==> src/rtl/req_arbiter_pkg.sv <==
// req_arbiter_pkg
// Shared definitions for the two-master request arbiter: FSM state
// encoding, owner index constants and outstanding-counter sizing.
package req_arbiter_pkg;

  typedef enum logic [1:0] {
    S_IDLE  = 2'd0,
    S_OWN_A = 2'd1,
    S_OWN_B = 2'd2
  } state_t;

  // Owner index doubles as the bit position in the per-master vectors.
  typedef logic owner_t;
  localparam owner_t OWN_A = 1'b0;
  localparam owner_t OWN_B = 1'b1;

  localparam int OUT_W = 4;
  localparam logic [OUT_W-1:0] OUT_MAX = 4'd15;

endpackage

==> src/rtl/req_arbiter_if.sv <==
// req_arbiter_if
// Bundles the two-master Wishbone-style request bus and the shared slave
// bus seen by req_arbiter.
//   i_m_cyc/stb/we/addr [1:0]  per-master request (bit 0 = A, bit 1 = B)
//   i_m_data [2*DW-1:0]        write data, A low half, B high half
//   o_m_stall/ack/err [1:0]    per-master responses
//   o_m_data [DW-1:0]          shared read data, valid with o_m_ack
//   o_s_cyc/stb/we/addr        slave request, muxed from the owner
//   o_s_data [DW-1:0]          slave write data
//   i_s_stall/ack, i_s_data    slave handshake and read data
// Modports: slave = arbiter view, master = environment (masters + slave).
interface req_arbiter_if #(
  parameter int DW = 32
);
  logic [1:0]      i_m_cyc;
  logic [1:0]      i_m_stb;
  logic [1:0]      i_m_we;
  logic [1:0]      i_m_addr;
  logic [2*DW-1:0] i_m_data;
  logic [1:0]      o_m_stall;
  logic [1:0]      o_m_ack;
  logic [1:0]      o_m_err;
  logic [DW-1:0]   o_m_data;
  logic            o_s_cyc;
  logic            o_s_stb;
  logic            o_s_we;
  logic            o_s_addr;
  logic [DW-1:0]   o_s_data;
  logic            i_s_stall;
  logic            i_s_ack;
  logic [DW-1:0]   i_s_data;

  modport slave (
    input  i_m_cyc, i_m_stb, i_m_we, i_m_addr, i_m_data,
    input  i_s_stall, i_s_ack, i_s_data,
    output o_m_stall, o_m_ack, o_m_err, o_m_data,
    output o_s_cyc, o_s_stb, o_s_we, o_s_addr, o_s_data
  );

  modport master (
    output i_m_cyc, i_m_stb, i_m_we, i_m_addr, i_m_data,
    output i_s_stall, i_s_ack, i_s_data,
    input  o_m_stall, o_m_ack, o_m_err, o_m_data,
    input  o_s_cyc, o_s_stb, o_s_we, o_s_addr, o_s_data
  );
endinterface

==> src/rtl/req_arb_timer.sv <==
// req_arb_timer
// Slave-ack watchdog. Down-counter reloaded with TIMEOUT_CYCLES whenever
// i_run is low; while i_run stays high it counts down and o_expired is
// asserted once TIMEOUT_CYCLES consecutive run cycles have elapsed.
//   i_clk, i_reset  clock, synchronous active-high reset
//   i_run           requests outstanding and no ack this cycle
//   o_expired       terminal count reached while still running
module req_arb_timer #(
  parameter int TIMEOUT_CYCLES = 15
) (
  input  logic i_clk,
  input  logic i_reset,
  input  logic i_run,
  output logic o_expired
);
  localparam int TW = (TIMEOUT_CYCLES < 2) ? 1 : $clog2(TIMEOUT_CYCLES + 1);

  logic [TW-1:0] remain_q;

  always_ff @(posedge i_clk) begin
    if (i_reset || !i_run) begin
      remain_q <= TW'(TIMEOUT_CYCLES);
    end else if (remain_q != '0) begin
      remain_q <= remain_q - TW'(1);
    end
  end

  assign o_expired = i_run && (remain_q == '0);

endmodule

==> src/rtl/req_arbiter.sv <==
// req_arbiter
// Two-master to one-slave arbiter with registered grant and alternating
// priority on ties. The owner's request is passed to the slave, acks are
// returned combinationally to the owner only, and an outstanding-request
// counter (max 15) throttles strobes.
//   i_clk    sole clock (rising edge)
//   i_reset  synchronous active-high reset
//   bus      req_arbiter_if.slave, see interface header for signals
// Optional: define ARB_TIMEOUT_EN to add the slave-ack watchdog
// (req_arb_timer); on expiry the owner gets a one-clock o_m_err, the bus
// is released and that master is locked out until it drops cyc.
module req_arbiter
  import req_arbiter_pkg::*;
#(
  parameter int TIMEOUT_CYCLES = 15,
  parameter int DW             = 32
) (
  input  logic          i_clk,
  input  logic          i_reset,
  req_arbiter_if.slave  bus
);

  state_t           state_q, state_d;
  owner_t           last_q;
  logic [OUT_W-1:0] out_q, out_d;
  owner_t           own;
  logic             owning;
  logic             full;
  logic             timeout;
  logic [1:0]       blocked;
  logic [1:0]       req;
  logic             ack_in;
  logic             accept;
  logic [DW-1:0]    wdata_a, wdata_b;

  logic             s_cyc, s_stb, s_we, s_addr;
  logic [DW-1:0]    s_data;
  logic [1:0]       m_stall, m_ack, m_err;

  assign owning  = (state_q != S_IDLE);
  assign own     = (state_q == S_OWN_B) ? OWN_B : OWN_A;
  assign full    = (out_q == OUT_MAX);
  assign req     = bus.i_m_cyc & ~blocked;
  assign ack_in  = owning && bus.i_s_ack;
  assign accept  = s_stb && !bus.i_s_stall;
  assign wdata_a = bus.i_m_data[DW-1:0];
  assign wdata_b = bus.i_m_data[2*DW-1:DW];

  always_comb begin
    state_d = state_q;
    s_cyc   = 1'b0;
    s_stb   = 1'b0;
    s_we    = 1'b0;
    s_addr  = 1'b0;
    s_data  = '0;
    m_stall = 2'b11;
    m_ack   = 2'b00;
    case (state_q)
      S_IDLE: begin
        if (req[OWN_A] && req[OWN_B]) begin
          state_d = (last_q == OWN_A) ? S_OWN_B : S_OWN_A;
        end else if (req[OWN_A]) begin
          state_d = S_OWN_A;
        end else if (req[OWN_B]) begin
          state_d = S_OWN_B;
        end
      end
      S_OWN_A, S_OWN_B: begin
        // On watchdog expiry the bus is released in the same cycle.
        s_cyc        = bus.i_m_cyc[own] && !timeout;
        s_stb        = bus.i_m_stb[own] && !full && !timeout;
        s_we         = bus.i_m_we[own];
        s_addr       = bus.i_m_addr[own];
        s_data       = (own == OWN_B) ? wdata_b : wdata_a;
        m_stall[own] = bus.i_s_stall || full;
        m_ack[own]   = bus.i_s_ack;
        if (!bus.i_m_cyc[own] || timeout) begin
          state_d = S_IDLE;
        end
      end
      default: state_d = S_IDLE;
    endcase
  end

  // Simultaneous accept and ack cancel; saturate at both ends.
  always_comb begin
    out_d = out_q;
    if (accept && !ack_in && !full) begin
      out_d = out_q + OUT_W'(1);
    end else if (ack_in && !accept && (out_q != '0)) begin
      out_d = out_q - OUT_W'(1);
    end
  end

  always_ff @(posedge i_clk) begin
    if (i_reset) begin
      state_q <= S_IDLE;
      last_q  <= OWN_B;
      out_q   <= '0;
    end else begin
      state_q <= state_d;
      out_q   <= (state_d == S_IDLE) ? '0 : out_d;
      if (state_q == S_IDLE && state_d != S_IDLE) begin
        last_q <= (state_d == S_OWN_B) ? OWN_B : OWN_A;
      end
    end
  end

`ifdef ARB_TIMEOUT_EN
  logic       timer_run;
  logic [1:0] blocked_q;
  logic [1:0] err_set;

  assign timer_run = owning && (out_q != '0) && !bus.i_s_ack;

  req_arb_timer #(
    .TIMEOUT_CYCLES(TIMEOUT_CYCLES)
  ) u_timer (
    .i_clk     (i_clk),
    .i_reset   (i_reset),
    .i_run     (timer_run),
    .o_expired (timeout)
  );

  always_comb begin
    err_set = 2'b00;
    if (timeout) begin
      err_set[own] = 1'b1;
    end
  end

  // A timed-out master stays locked out until it drops cyc.
  always_ff @(posedge i_clk) begin
    if (i_reset) begin
      blocked_q <= 2'b00;
    end else begin
      blocked_q <= (blocked_q | err_set) & bus.i_m_cyc;
    end
  end

  assign blocked = blocked_q;
  assign m_err   = err_set;
`else
  localparam int unused_timeout_cycles = TIMEOUT_CYCLES;
  assign timeout = 1'b0;
  assign blocked = 2'b00;
  assign m_err   = 2'b00;
`endif

  assign bus.o_s_cyc   = s_cyc;
  assign bus.o_s_stb   = s_stb;
  assign bus.o_s_we    = s_we;
  assign bus.o_s_addr  = s_addr;
  assign bus.o_s_data  = s_data;
  assign bus.o_m_stall = m_stall;
  assign bus.o_m_ack   = m_ack;
  assign bus.o_m_err   = m_err;
  assign bus.o_m_data  = bus.i_s_data;

endmodule

==> src/flat_wrapper.sv <==
// flat-port wrapper written by rule: the top's interface ports become plain ports
module req_arbiter_flat import req_arbiter_pkg::*;
#(
  parameter int TIMEOUT_CYCLES = 15,
  parameter int DW             = 32
)
  (i_clk, i_reset, bus_i_m_cyc, bus_i_m_stb, bus_i_m_we, bus_i_m_addr, bus_i_m_data, bus_i_s_stall, bus_i_s_ack, bus_i_s_data, bus_o_m_stall, bus_o_m_ack, bus_o_m_err, bus_o_m_data, bus_o_s_cyc, bus_o_s_stb, bus_o_s_we, bus_o_s_addr, bus_o_s_data);
  req_arbiter_if #(.DW(DW)) bus_i ();
  input  logic i_clk;
  input  logic i_reset;
  input wire logic [$bits(bus_i.i_m_cyc)-1:0] bus_i_m_cyc;
  input wire logic [$bits(bus_i.i_m_stb)-1:0] bus_i_m_stb;
  input wire logic [$bits(bus_i.i_m_we)-1:0] bus_i_m_we;
  input wire logic [$bits(bus_i.i_m_addr)-1:0] bus_i_m_addr;
  input wire logic [$bits(bus_i.i_m_data)-1:0] bus_i_m_data;
  input wire logic [$bits(bus_i.i_s_stall)-1:0] bus_i_s_stall;
  input wire logic [$bits(bus_i.i_s_ack)-1:0] bus_i_s_ack;
  input wire logic [$bits(bus_i.i_s_data)-1:0] bus_i_s_data;
  output wire logic [$bits(bus_i.o_m_stall)-1:0] bus_o_m_stall;
  output wire logic [$bits(bus_i.o_m_ack)-1:0] bus_o_m_ack;
  output wire logic [$bits(bus_i.o_m_err)-1:0] bus_o_m_err;
  output wire logic [$bits(bus_i.o_m_data)-1:0] bus_o_m_data;
  output wire logic [$bits(bus_i.o_s_cyc)-1:0] bus_o_s_cyc;
  output wire logic [$bits(bus_i.o_s_stb)-1:0] bus_o_s_stb;
  output wire logic [$bits(bus_i.o_s_we)-1:0] bus_o_s_we;
  output wire logic [$bits(bus_i.o_s_addr)-1:0] bus_o_s_addr;
  output wire logic [$bits(bus_i.o_s_data)-1:0] bus_o_s_data;
  assign bus_i.i_m_cyc = bus_i_m_cyc;
  assign bus_i.i_m_stb = bus_i_m_stb;
  assign bus_i.i_m_we = bus_i_m_we;
  assign bus_i.i_m_addr = bus_i_m_addr;
  assign bus_i.i_m_data = bus_i_m_data;
  assign bus_i.i_s_stall = bus_i_s_stall;
  assign bus_i.i_s_ack = bus_i_s_ack;
  assign bus_i.i_s_data = bus_i_s_data;
  assign bus_o_m_stall = bus_i.o_m_stall;
  assign bus_o_m_ack = bus_i.o_m_ack;
  assign bus_o_m_err = bus_i.o_m_err;
  assign bus_o_m_data = bus_i.o_m_data;
  assign bus_o_s_cyc = bus_i.o_s_cyc;
  assign bus_o_s_stb = bus_i.o_s_stb;
  assign bus_o_s_we = bus_i.o_s_we;
  assign bus_o_s_addr = bus_i.o_s_addr;
  assign bus_o_s_data = bus_i.o_s_data;
  req_arbiter #(.TIMEOUT_CYCLES(TIMEOUT_CYCLES), .DW(DW)) u_core (.i_clk(i_clk), .i_reset(i_reset), .bus(bus_i));
endmodule
==> config.mk <==
export PLATFORM = sky130hd
export DESIGN_NAME = req_arbiter_flat
export DESIGN_NICKNAME = d
export VERILOG_FILES = /design/src/rtl/req_arbiter_pkg.sv /design/src/rtl/req_arbiter_if.sv /design/src/rtl/req_arb_timer.sv /design/src/rtl/req_arbiter.sv /design/src/flat_wrapper.sv
export SDC_FILE = /design/constraint.sdc
export NUM_CORES = 1
export LEC_CHECK = 0
export ABC_AREA = 1
export BUFFER_PORTS_ARGS = -buffer_cell sky130_fd_sc_hd__buf_2
export CAP_MARGIN = 25
export CORE_ASPECT_RATIO = 0.5
export CORE_MARGIN = 3
export CORE_UTILIZATION = 25
export DETAILED_ROUTE_END_ITERATION = 12
export GPL_TIMING_DRIVEN = 0
export PLACE_DENSITY_LB_ADDON = 0.25
export SYNTH_ARGS = -nofsm -noshare
export SYNTH_HDL_FRONTEND = slang
export SYNTH_HIERARCHICAL = 1
export SYNTH_SLANG_ARGS = --single-unit
==> constraint.sdc <==
create_clock -name i_clk -period 6.4 [get_ports i_clk]
set_input_delay 0.32 -clock i_clk [delete_from_list [all_inputs] [get_ports i_clk]]
set_output_delay 0.32 -clock i_clk [all_outputs]
set_load 0.01 [all_outputs]
==> results.txt, run 1 <==
post-synthesis cell type count -> 25
Largest stage delay, worst path -> 0.40 ns
fin. max-slew vios -> 0
Highest Signal Layer -> met4
first-pass GRT wire length -> 7.29 mm
core area -> 4570 sq um
Setup Fix Bufs, Post-CTS -> 0
number of max-cap violations -> 0
Root Buffer -> clkbuf_8
Leak -> 1.30 nW
largest net degree at the start of global routing -> 11
Psw -> 132 uW
layout cell share with drive strength beyond 1 -> 0.628
Main synth FF type -> dfxtp_1
Final ANT Viol Nets -> 0
kind of critical path -> flip-flop to output port
# diodes -> 0
worst hold path type -> input port to flip-flop
WP data arrival -> 2.05 ns
drt wl/cell -> 12.0 um
Num CTS Buffers -> 3
Routed met1 length -> 1.90 mm
# rows -> 17
#FFs+latches synth -> 7
Clk Latency, worst-skew pair -> 0.22 ns
CP max FO -> 10
# DRC -> 0
Pint -> 191 uW
met2 WL post-DR -> 2.43 mm
setup TNS -> 0 ns
Top Ports -> 182
Longest Clk Path Bufs -> 2
post-synthesis sequential area ratio -> 0.114
crit start category -> flip-flop
nets -> 440
unrepaired setup endpoints after global routing -> no
crit path cell chain -> inv_1, ha_1, nand2_2, inv_2, clkbuf_1, a22o_1, buf_2
Iteration-0 DRC Markers -> 74
combinational fraction of design power -> 0.651
CTS tree -> built
vias in the first global route -> 1,610
Overall Global Routing Usage -> 0.146
Die Y -> 55.6 um
initial antenna violation count -> 0
area of the mapped netlist -> 1230 sq um
area grow syn2layout -> 70.6%
Fmax achieved -> 423 MHz
RD Place Congestion -> 0.821
H-tree depth -> 1
overall routed net length -> 4.69 mm
final setup skew -> 0.000375 ns
CTS resizes -> 0
grt ovf -> 0
DIE AREA -> 5840 sq um
commonest cells after routing, fill and taps aside -> 147 x buf_2, 34 x a22o_1, 34 x buf_4
status -> complete, no violations
Post-synth ARST share -> 0
First-pass DRT Iterations -> 4
die width -> 105 um
average cell area after synthesis -> 7.10 sq um
slowest stage cell, crit path -> clkbuf_1
Hold Fails Final Rpt -> 0
switch share -> 0.409
Worst setup EP type -> output port
Vias/cell -> 4.28
final period utilization -> 0.370
commonest non-fill, non-tap cell in the layout -> buf_2
setup ws final -> 4.03 ns
Synthesis Warnings -> 6
vias -> 1,672
clock power share -> 0.188
pre-CTS WS -> 4.05 ns
clock tree sinks -> 7
Initial Utilization -> 0.269
DP HPWL -> 4.08 mm
VDD IR-drop max -> 0.122 mV
sequential power share -> 0.161
required time of the critical path -> 6.08 ns
Port Buf Inserts -> 147
number of synthesized flops with an enable pin -> 0
hold-fix buffer count after cts -> 0
PwrDens -> 155 nW/um^2
final setup vio count -> 0
Clock Pin Slew Worst Setup and Hold Paths -> 0.04 ns
Final Critical Period -> 2.37 ns
routed wl met3 -> 342 um
synthesized instance count -> 173
[Yosys cell counts, drive strengths merged, types with 5 or more instances]
cell,count,area share
nand3,6,0.041
buf,34,0.21
clkbuf,6,0.018
nor2,16,0.053
dfxtp,7,0.11
o21ai,7,0.038
inv,21,0.064
ha,5,0.051
nand2,29,0.12
a22o,34,0.24
[power groups by stage]
stage | sequential, mW | clock [mW] | combinational (mW)
global placement | 0.0528 | 0 | 0.208
CTS | 0.0523 | 0.0629 | 0.212
global route | 0.0529 | 0.0660 | 0.231
floorplan | 0.0521 | 0 | 0.128
finish | 0.0523 | 0.0608 | 0.211
detailed placement | 0.0530 | 0 | 0.211
[flip-flops by register name, indices dropped and copies added, names as in the netlist]
signal / flops
u_core/last_q: 1
u_core/out_q: 4
u_core/state_q: 2
[worst paths after layout]
| kind | startpoint | end | slack [ns] | depth (start not counted) |
|---|---|---|---|---|
| worst max-delay path | u_core/state_q[0] | bus_o_s_data[29] | 4.03 | 7 |
| worst min-delay path | i_reset | u_core/last_q | 0.39 | 5 |
| worst max register to register | u_core/state_q[0] | u_core/out_q[3] | 4.05 | 16 |
| worst min register to register | u_core/last_q | u_core/last_q | 0.53 | 4 |
[final cells by class]
class / count / area [sq um]
Clock buffer: 4 / 45.0
Fill cell: 486 / 2480
Inverter: 22 / 87.6
Tap cell: 66 / 82.6
Multi-Input combinational cell: 105 / 727
Sequential cell: 7 / 140
Buffer: 40 / 278
Timing Repair Buffer: 147 / 736
[stage by stage]
stage	total power [mW]	hold WS, ns	utilization	instance area [sq um]	cells
4_1_cts	0.327	0.387	0.458	2100	391
5_1_grt	0.350	0.405	0.458	2100	391
3_5_place_dp	0.264	0.526	0.448	2050	387
3_3_place_gp	0.261	0.525	0.448	2050	387
6_report	0.324	0.389	0.458	2100	391
2_1_floorplan	0.180	0.497	-	1230	174
[worst max-delay path, delay by kind of cell, from the launching register on]
family / cells / cell delay (ns)
buf+inv: 4 / 0.74
flops: 1 / 0.38
fa+ha+maj: 1 / 0.36
compound gates: 1 / 0.22
simple gates: 1 / 0.11
[per-layer routing]
metal	global-route usage	vias up
met2	0.283	77
met4	0.0243	0
met5	0	-
met3	0.0324	2
li1	-	851
met1	0.168	742
[logic make-up after synthesis]
family	Yosys count	synth area share
buffers and inverters	62	0.297
AND/OR/NAND/NOR	52	0.214
flip-flops	7	0.114
XOR/XNOR	1	0.00713
AO/OA/AOI/OAI	44	0.297
other	1	0.00305
adder cells (fa/ha/maj)	6	0.0672
(Power assumes the default switching activity.)
==> run 2, diff against run 1 <==
--- a/config.mk
+++ b/config.mk
@@ -5,7 +5,7 @@
 export SDC_FILE = /design/constraint.sdc
 export NUM_CORES = 1
 export LEC_CHECK = 0
-export ABC_AREA = 1
+export ABC_AREA = 0
 export BUFFER_PORTS_ARGS = -buffer_cell sky130_fd_sc_hd__buf_2
 export CAP_MARGIN = 25
 export CORE_ASPECT_RATIO = 0.5
==> constraint.sdc (replaced) <==
create_clock -name i_clk -period 2.1 [get_ports i_clk]
set_input_delay 0.105 -clock i_clk [delete_from_list [all_inputs] [get_ports i_clk]]
set_output_delay 0.105 -clock i_clk [all_outputs]
set_load 0.01 [all_outputs]
==> results.txt, run 2 <==
Clock Pin Slew Worst Setup and Hold Paths -> 0.04 ns (about the same)
Worst Reg-to-Reg Cells -> 8 (-8)
CP delay by family, top -> adder cells
dpl cells -> 391 (+1.0%)
DIE AREA -> 6750 sq um (+16%)
final core occ -> 0.468 (+0.00987)
DP HPWL -> 4.08 mm (about the same)
grt met1 use -> 0.134 (-0.0336)
commonest cells after routing, fill and taps aside -> 151 x buf_2, 38 x buf_4, 36 x mux2i_1, 36 x nor2b_1, 6 x nor2_1
hold path depth -> 3 (-2)
average cell area after synthesis -> 8.31 sq um (+17%)
met3 Use GR -> 0.0214 (-0.0110)
Vias/cell -> 4.25 (-0.64%)
core area -> 5230 sq um (+14%)
Filler Cells Inserted -> 544 (+12%)
synthesized instance count -> 173 (unchanged)
Die Y -> 59.6 um (+7.3%)
Num CTS Buffers -> 3 (unchanged)
final std cells w/o fill -> 398 (+1.8%)
Final ANT Viol Nets -> 0 (unchanged)
Hold Fails Final Rpt -> 0 (unchanged)
layout cell share with drive strength beyond 1 -> 0.652 (+0.0247)
final setup vio count -> 0 (unchanged)
max reg flops -> 4 (unchanged)
Port Buf Inserts -> 147 (unchanged)
largest family of logic cells by synthesized area -> multiplexers
crit path cell chain -> inv_1, ha_4, o2111ai_4, buf_4, buf_4, fa_1, xnor2_1, a211oi_2
post-synthesis xor/xnor area fraction -> 0.0122 (+0.00506)
Longest Clk Path Bufs -> 2 (unchanged)
fin. max-slew vios -> 0 (unchanged)
crit start category -> flip-flop
Synthesis Warnings -> 6 (unchanged)
gr busiest metal -> met2
Reg with most FFs -> u_core/out_q
PwrDens -> 487 nW/um^2 (+220%)
Clk Latency, worst-skew pair -> 0.23 ns (about the same)
worst hold path type -> input port to flip-flop
CTS tree -> built
Worst setup EP type -> flip-flop
number of max-cap violations -> 0 (unchanged)
mux cell area share after synthesis -> 0.277 (+0.277)
H-tree depth -> 1 (unchanged)
drt wl/cell -> 12.0 um (-0.27%)
area of the mapped netlist -> 1440 sq um (+17%)
vias -> 1,691 (+1.1%)
CP max FO -> 6 (-4)
Top Ports -> 182 (unchanged)
post-synthesis compound-gate area fraction -> 0.0966 (-0.201)
initial antenna violation count -> 0 (unchanged)
First-pass DRT Iterations -> 4 (unchanged)
nets -> 443 (+0.68%)
Synth Area in Adders -> 0.0574 (-0.00977)
placed cell area -> 2290 sq um (+12%)
first-pass GRT wire length -> 7.11 mm (-2.5%)
worst hold slack -> 0.159 ns (-0.230 ns)
WP data arrival -> 2.20 ns (+0.15 ns)
clock tree sinks -> 7 (unchanged)
Fmax achieved -> 488 MHz
die width -> 113 um (+7.7%)
post-synth top area cell -> mux2i_1
overall routed net length -> 4.76 mm (+1.5%)
final period utilization -> 0.976
RD Place Congestion -> 0.753 (-8.2%)
Largest stage delay, worst path -> 0.38 ns (-0.02 ns)
grt ovf -> 0 (unchanged)
area grow syn2layout -> 70.1%
Levels on crit path -> 8 (+1)
unrepaired setup endpoints after global routing -> yes
storage element area -> 145 sq um (+3.6%)
post-synthesis sequential area ratio -> 0.0975 (-0.0166)
post-route cell area -> 2450 sq um (+17%)
largest net degree at the start of global routing -> 11 (unchanged)
Overall Global Routing Usage -> 0.127 (-0.0192)
Final Critical Period -> 2.05 ns
ranking of synthesized cells by area -> mux2i_1 25%, buf_4 18%, nor2b_1 16%
Main synth FF type -> dfxtp_1
slowest stage cell, crit path -> dfxtp_4
met2 Use GR -> 0.264 (-0.0183)
#FFs+latches synth -> 7 (unchanged)
kind of critical path -> flip-flop to flip-flop
Initial Utilization -> 0.275 (+0.00647)
number of synthesized flops with an enable pin -> 0 (unchanged)
commonest non-fill, non-tap cell in the layout -> buf_2
required time of the critical path -> 2.25 ns (-3.83 ns)
synth cell count leaders -> 36 x mux2i_1, 36 x nor2b_1, 34 x buf_4
Root Buffer -> clkbuf_16
Iteration-0 DRC Markers -> 57 (-23%)
Top Registers -> u_core/out_q (4), u_core/state_q (2), u_core/last_q (1)
# DRC -> 0 (unchanged)
cell mode on critical path -> buf_4
VDD IR-drop max -> 0.255 mV (+110%)
post-synthesis cell type count -> 39 (+56%)
CP bufs+invs -> 3 (-1)
Final Power -> 1.19 mW (+270%)
Multi-input gate area -> 1050 sq um (+45%)
Post-synth ARST share -> 0 (unchanged)
vias in the first global route -> 1,668 (+3.6%)
Synth top area share -> 0.251 (+0.00829)
hold-fix buffer count after cts -> 0 (unchanged)
# diodes -> 0 (unchanged)
# rows -> 18 (+1)
Leak -> 1.28 nW (-0.85%)
status -> complete, no violations
Simple-Gate Fraction of Synth Area -> 0.234 (+0.0203)
final setup skew -> 0.000194 ns (-0.000181 ns)
## run 2: metal layers
layer,vias to the layer above,share of wire
met2,92,0.55
met1,738,0.37
met4,0,0.0050
met3,2,0.083
li1,859,-
met5,-,0
## run 2: final cells by class
class / count / share of cell area
plain buffers: 42 / 0.120
inverters: 5 / 0.00870
multi-input cells: 119 / 0.431
well taps: 70 / 0.0358
clock buffers: 4 / 0.0322
flip-flops and latches: 7 / 0.0593
repair buffers: 151 / 0.313
## run 2: logic make-up (layout without fill, tap and decap cells)
group	after synthesis	in the layout
AOI/OAI and AO/OA	15	15
xor gates and xnor gates	2	2
adders and majority gates	6	6
buffers and inverters	48	202
DFF	7	7
muxes	38	38
other	1	2
and+or+nand+nor	56	56
## run 2: report_power, final
part | internal, mW | total (mW) | switching, mW
registers | 0.146 | 0.165 | 0.0189
clock network | 0.253 | 0.330 | 0.0767
logic | 0.368 | 0.696 | 0.329
## run 2: path summary, 6_finish.rpt
check                    startpoint               to  slack (ns)
hold / removal              i_reset    u_core/last_q        0.16
setup reg to reg  u_core/state_q[1]  u_core/out_q[2]        0.05
setup / recovery  u_core/state_q[1]  u_core/out_q[2]        0.05
hold reg to reg       u_core/last_q    u_core/last_q        0.56
## run 2: worst register-to-register path: stages (launching register included)
cell and delay, ns:
dfxtp_4 0.38, inv_1 0.08, ha_4 0.31, o2111ai_4 0.18, buf_4 0.18, buf_4 0.12, fa_1 0.37, xnor2_1 0.15
a211oi_2 0.21
## run 2: stage by stage
stage / worst slack, ns / setup TNS (ns)
floorplan: 0.00731 / 0
global placement: -0.113 / -0.113
detailed placement: -0.173 / -0.173
CTS: -0.0851 / -0.0851
global route: -0.0723 / -0.137
finish: 0.0510 / 0
## run 2: repair_timing
action | 4_1_cts | 5_1_grt
setup endpoints to repair | 23 | 28
gates cloned | 0 | 0
pin swaps | 4 | 8
buffers inserted | 3 | 1
resized for setup | 3 | 10
==> run 3, diff against run 2 <==
--- a/config.mk
+++ b/config.mk
@@ -14,6 +14,7 @@
 export DETAILED_ROUTE_END_ITERATION = 12
 export GPL_TIMING_DRIVEN = 0
 export PLACE_DENSITY_LB_ADDON = 0.25
+export RECOVER_POWER = 100
 export SYNTH_ARGS = -nofsm -noshare
 export SYNTH_HDL_FRONTEND = slang
 export SYNTH_HIERARCHICAL = 1
==> constraint.sdc (replaced) <==
create_clock -name i_clk -period 2.5 [get_ports i_clk]
set_input_delay 0.125 -clock i_clk [delete_from_list [all_inputs] [get_ports i_clk]]
set_output_delay 0.125 -clock i_clk [all_outputs]
set_load 0.01 [all_outputs]
==> results.txt, run 3 (synthesized netlist as in run 2, its figures left out) <==
sequential power share -> 0.143 (+0.005)
final setup vio count -> 0 (unchanged)
vias in the first global route -> 1,635 (-2.0%)
Num CTS Buffers -> 3 (unchanged)
CP max FO -> 4 (-2)
hold path start -> i_reset
post-route cell area -> 2290 sq um (-6.4%)
final period utilization -> 0.931 (-0.0444)
Die Y -> 59.6 um (unchanged)
H-tree depth -> 1 (unchanged)
worst hold slack -> 0.170 ns (+0.0107 ns)
First-pass DRT Iterations -> 4 (unchanged)
Pint -> 604 uW (-21%)
unrepaired setup endpoints after global routing -> no
Final ANT Viol Nets -> 0 (unchanged)
Clk Latency, worst-skew pair -> 0.23 ns (about the same)
DIE AREA -> 6750 sq um (unchanged)
PwrDens -> 414 nW/um^2 (-15%)
final setup skew -> 0.000810 ns (+0.000616 ns)
drt wl/cell -> 11.9 um (-0.60%)
initial antenna violation count -> 0 (unchanged)
WP data arrival -> 2.48 ns (+0.28 ns)
# DRC -> 0 (unchanged)
# diodes -> 0 (unchanged)
status -> complete, no violations
Longest Clk Path Bufs -> 2 (unchanged)
nets -> 440 (-0.68%)
first-pass GRT wire length -> 6.98 mm (-1.9%)
Max-slew headroom -> 0.597
crit start category -> flip-flop
Psw -> 343 uW (-19%)
DP HPWL -> 4.18 mm (+2.4%)
setup ws final -> 0.172 ns (+0.121 ns)
Leak -> 1.06 nW (-18%)
Vias/cell -> 4.18 (-1.7%)
switch share -> 0.362 (+0.00562)
Final Power -> 947 uW (-21%)
Clock Pin Slew Worst Setup and Hold Paths -> 0.03 ns (about the same)
Root Buffer -> clkbuf_16
VDD IR-drop max -> 0.220 mV (-14%)
pre-CTS WS -> -0.0443 ns (+0.129 ns)
Iteration-0 DRC Markers -> 62 (+8.8%)
Final Critical Period -> 2.33 ns (+0.279 ns)
worst hold path type -> input port to flip-flop
Worst-Margin Slew -> 0.596 ns
core area -> 5230 sq um (unchanged)
dpl cells -> 391 (unchanged)
fin. max-slew vios -> 0 (unchanged)
overall routed net length -> 4.70 mm (-1.3%)
vias -> 1,650 (-2.4%)
Overall Global Routing Usage -> 0.123 (-0.00396)
largest net degree at the start of global routing -> 11 (unchanged)
RD Place Congestion -> 0.775 (+2.9%)
Hold Fails Final Rpt -> 0 (unchanged)
max reg flops -> 4 (unchanged)
hold-fix buffer count after cts -> 0 (unchanged)
clock tree sinks -> 7 (unchanged)
Worst setup EP type -> flip-flop
number of max-cap violations -> 0 (unchanged)
layout cell share with drive strength beyond 1 -> 0.446 (-0.206)
Initial Utilization -> 0.275 (unchanged)
commonest non-fill, non-tap cell in the layout -> buf_2
final core occ -> 0.438 (-0.0302)
Critical Path Source -> u_core/state_q[0]
kind of critical path -> flip-flop to flip-flop
Top Registers -> u_core/out_q (4), u_core/state_q (2), u_core/last_q (1)
# rows -> 18 (unchanged)
clock power share -> 0.282 (+0.005)
setup TNS -> 0 ns (unchanged)
Filler Cells Inserted -> 553 (+1.7%)
r2r startpoint -> u_core/state_q[0]
Fmax achieved -> 429 MHz (-12%)
required time of the critical path -> 2.65 ns (+0.40 ns)
CTS tree -> built
grt ovf -> 0 (unchanged)
commonest cells after routing, fill and taps aside -> 82 x buf_2, 61 x clkbuf_1, 36 x mux2i_1, 36 x nor2b_1, 34 x buf_4
Setup Fix Bufs, Post-CTS -> 0 (-3)
area grow syn2layout -> 59.2%
die width -> 113 um (unchanged)
Port Buf Inserts -> 147 (unchanged)
final std cells w/o fill -> 395 (-0.75%)
combinational fraction of design power -> 0.575 (-0.010)
Reg with most FFs -> u_core/out_q
placed cell area -> 2260 sq um (-1.1%)
Top Ports -> 182 (unchanged)
## run 3: final cells by class
class | instances | area [sq um] | area share
Multi-Input combinational cell | 119 | 995 | 0.435
Timing Repair Buffer | 147 | 667 | 0.291
Buffer | 43 | 300 | 0.131
Sequential cell | 7 | 141 | 0.0618
Tap cell | 70 | 87.6 | 0.0383
Clock buffer | 4 | 78.8 | 0.0344
Inverter | 5 | 18.8 | 0.00820
## run 3: repair_timing
item | in CTS | in global routing
gates cloned | 0 | 0
endpoints found under the setup margin | 1 | 1
gates resized for setup | 1 | 4
## run 3: power groups by stage
stage	Sequential [mW]	Clock [mW]	Combinational, mW
2_1_floorplan	0.133	0	0.356
6_report	0.135	0.267	0.545
4_1_cts	0.135	0.271	0.568
3_5_place_dp	0.136	0	0.563
3_3_place_gp	0.136	0	0.553
5_1_grt	0.136	0.278	0.605
## run 3: final timing paths
| path | endpoint | slack [ns] | cells past startpoint |
|---|---|---|---|
| setup / recovery | u_core/out_q[3] | 0.17 | 11 |
| hold / removal | u_core/last_q | 0.17 | 3 |
| setup reg to reg | u_core/out_q[3] | 0.17 | 11 |
| hold reg to reg | u_core/last_q | 0.55 | 2 |
## run 3: routing by layer
| metal | vias up | global-route usage | routed length (um) |
|---|---|---|---|
| li1 | 853 | - | - |
| met1 | 709 | 0.145 | 1760 |
| met2 | 86 | 0.234 | 2490 |
| met3 | 2 | 0.0194 | 437 |
| met4 | 0 | 0.0394 | 14 |
| met5 | - | 0 | 0 |
## run 3: critical path, stage by stage (launching register included)
cell       delay (ns)
dfxtp_2          0.34
inv_1            0.06
ha_1             0.20
buf_6            0.13
mux2_4           0.32
o2111ai_4        0.14
ha_1             0.28
a21o_1           0.19
a21oi_2          0.17
nor2_1           0.09
o21a_1           0.18
nor3_1           0.14
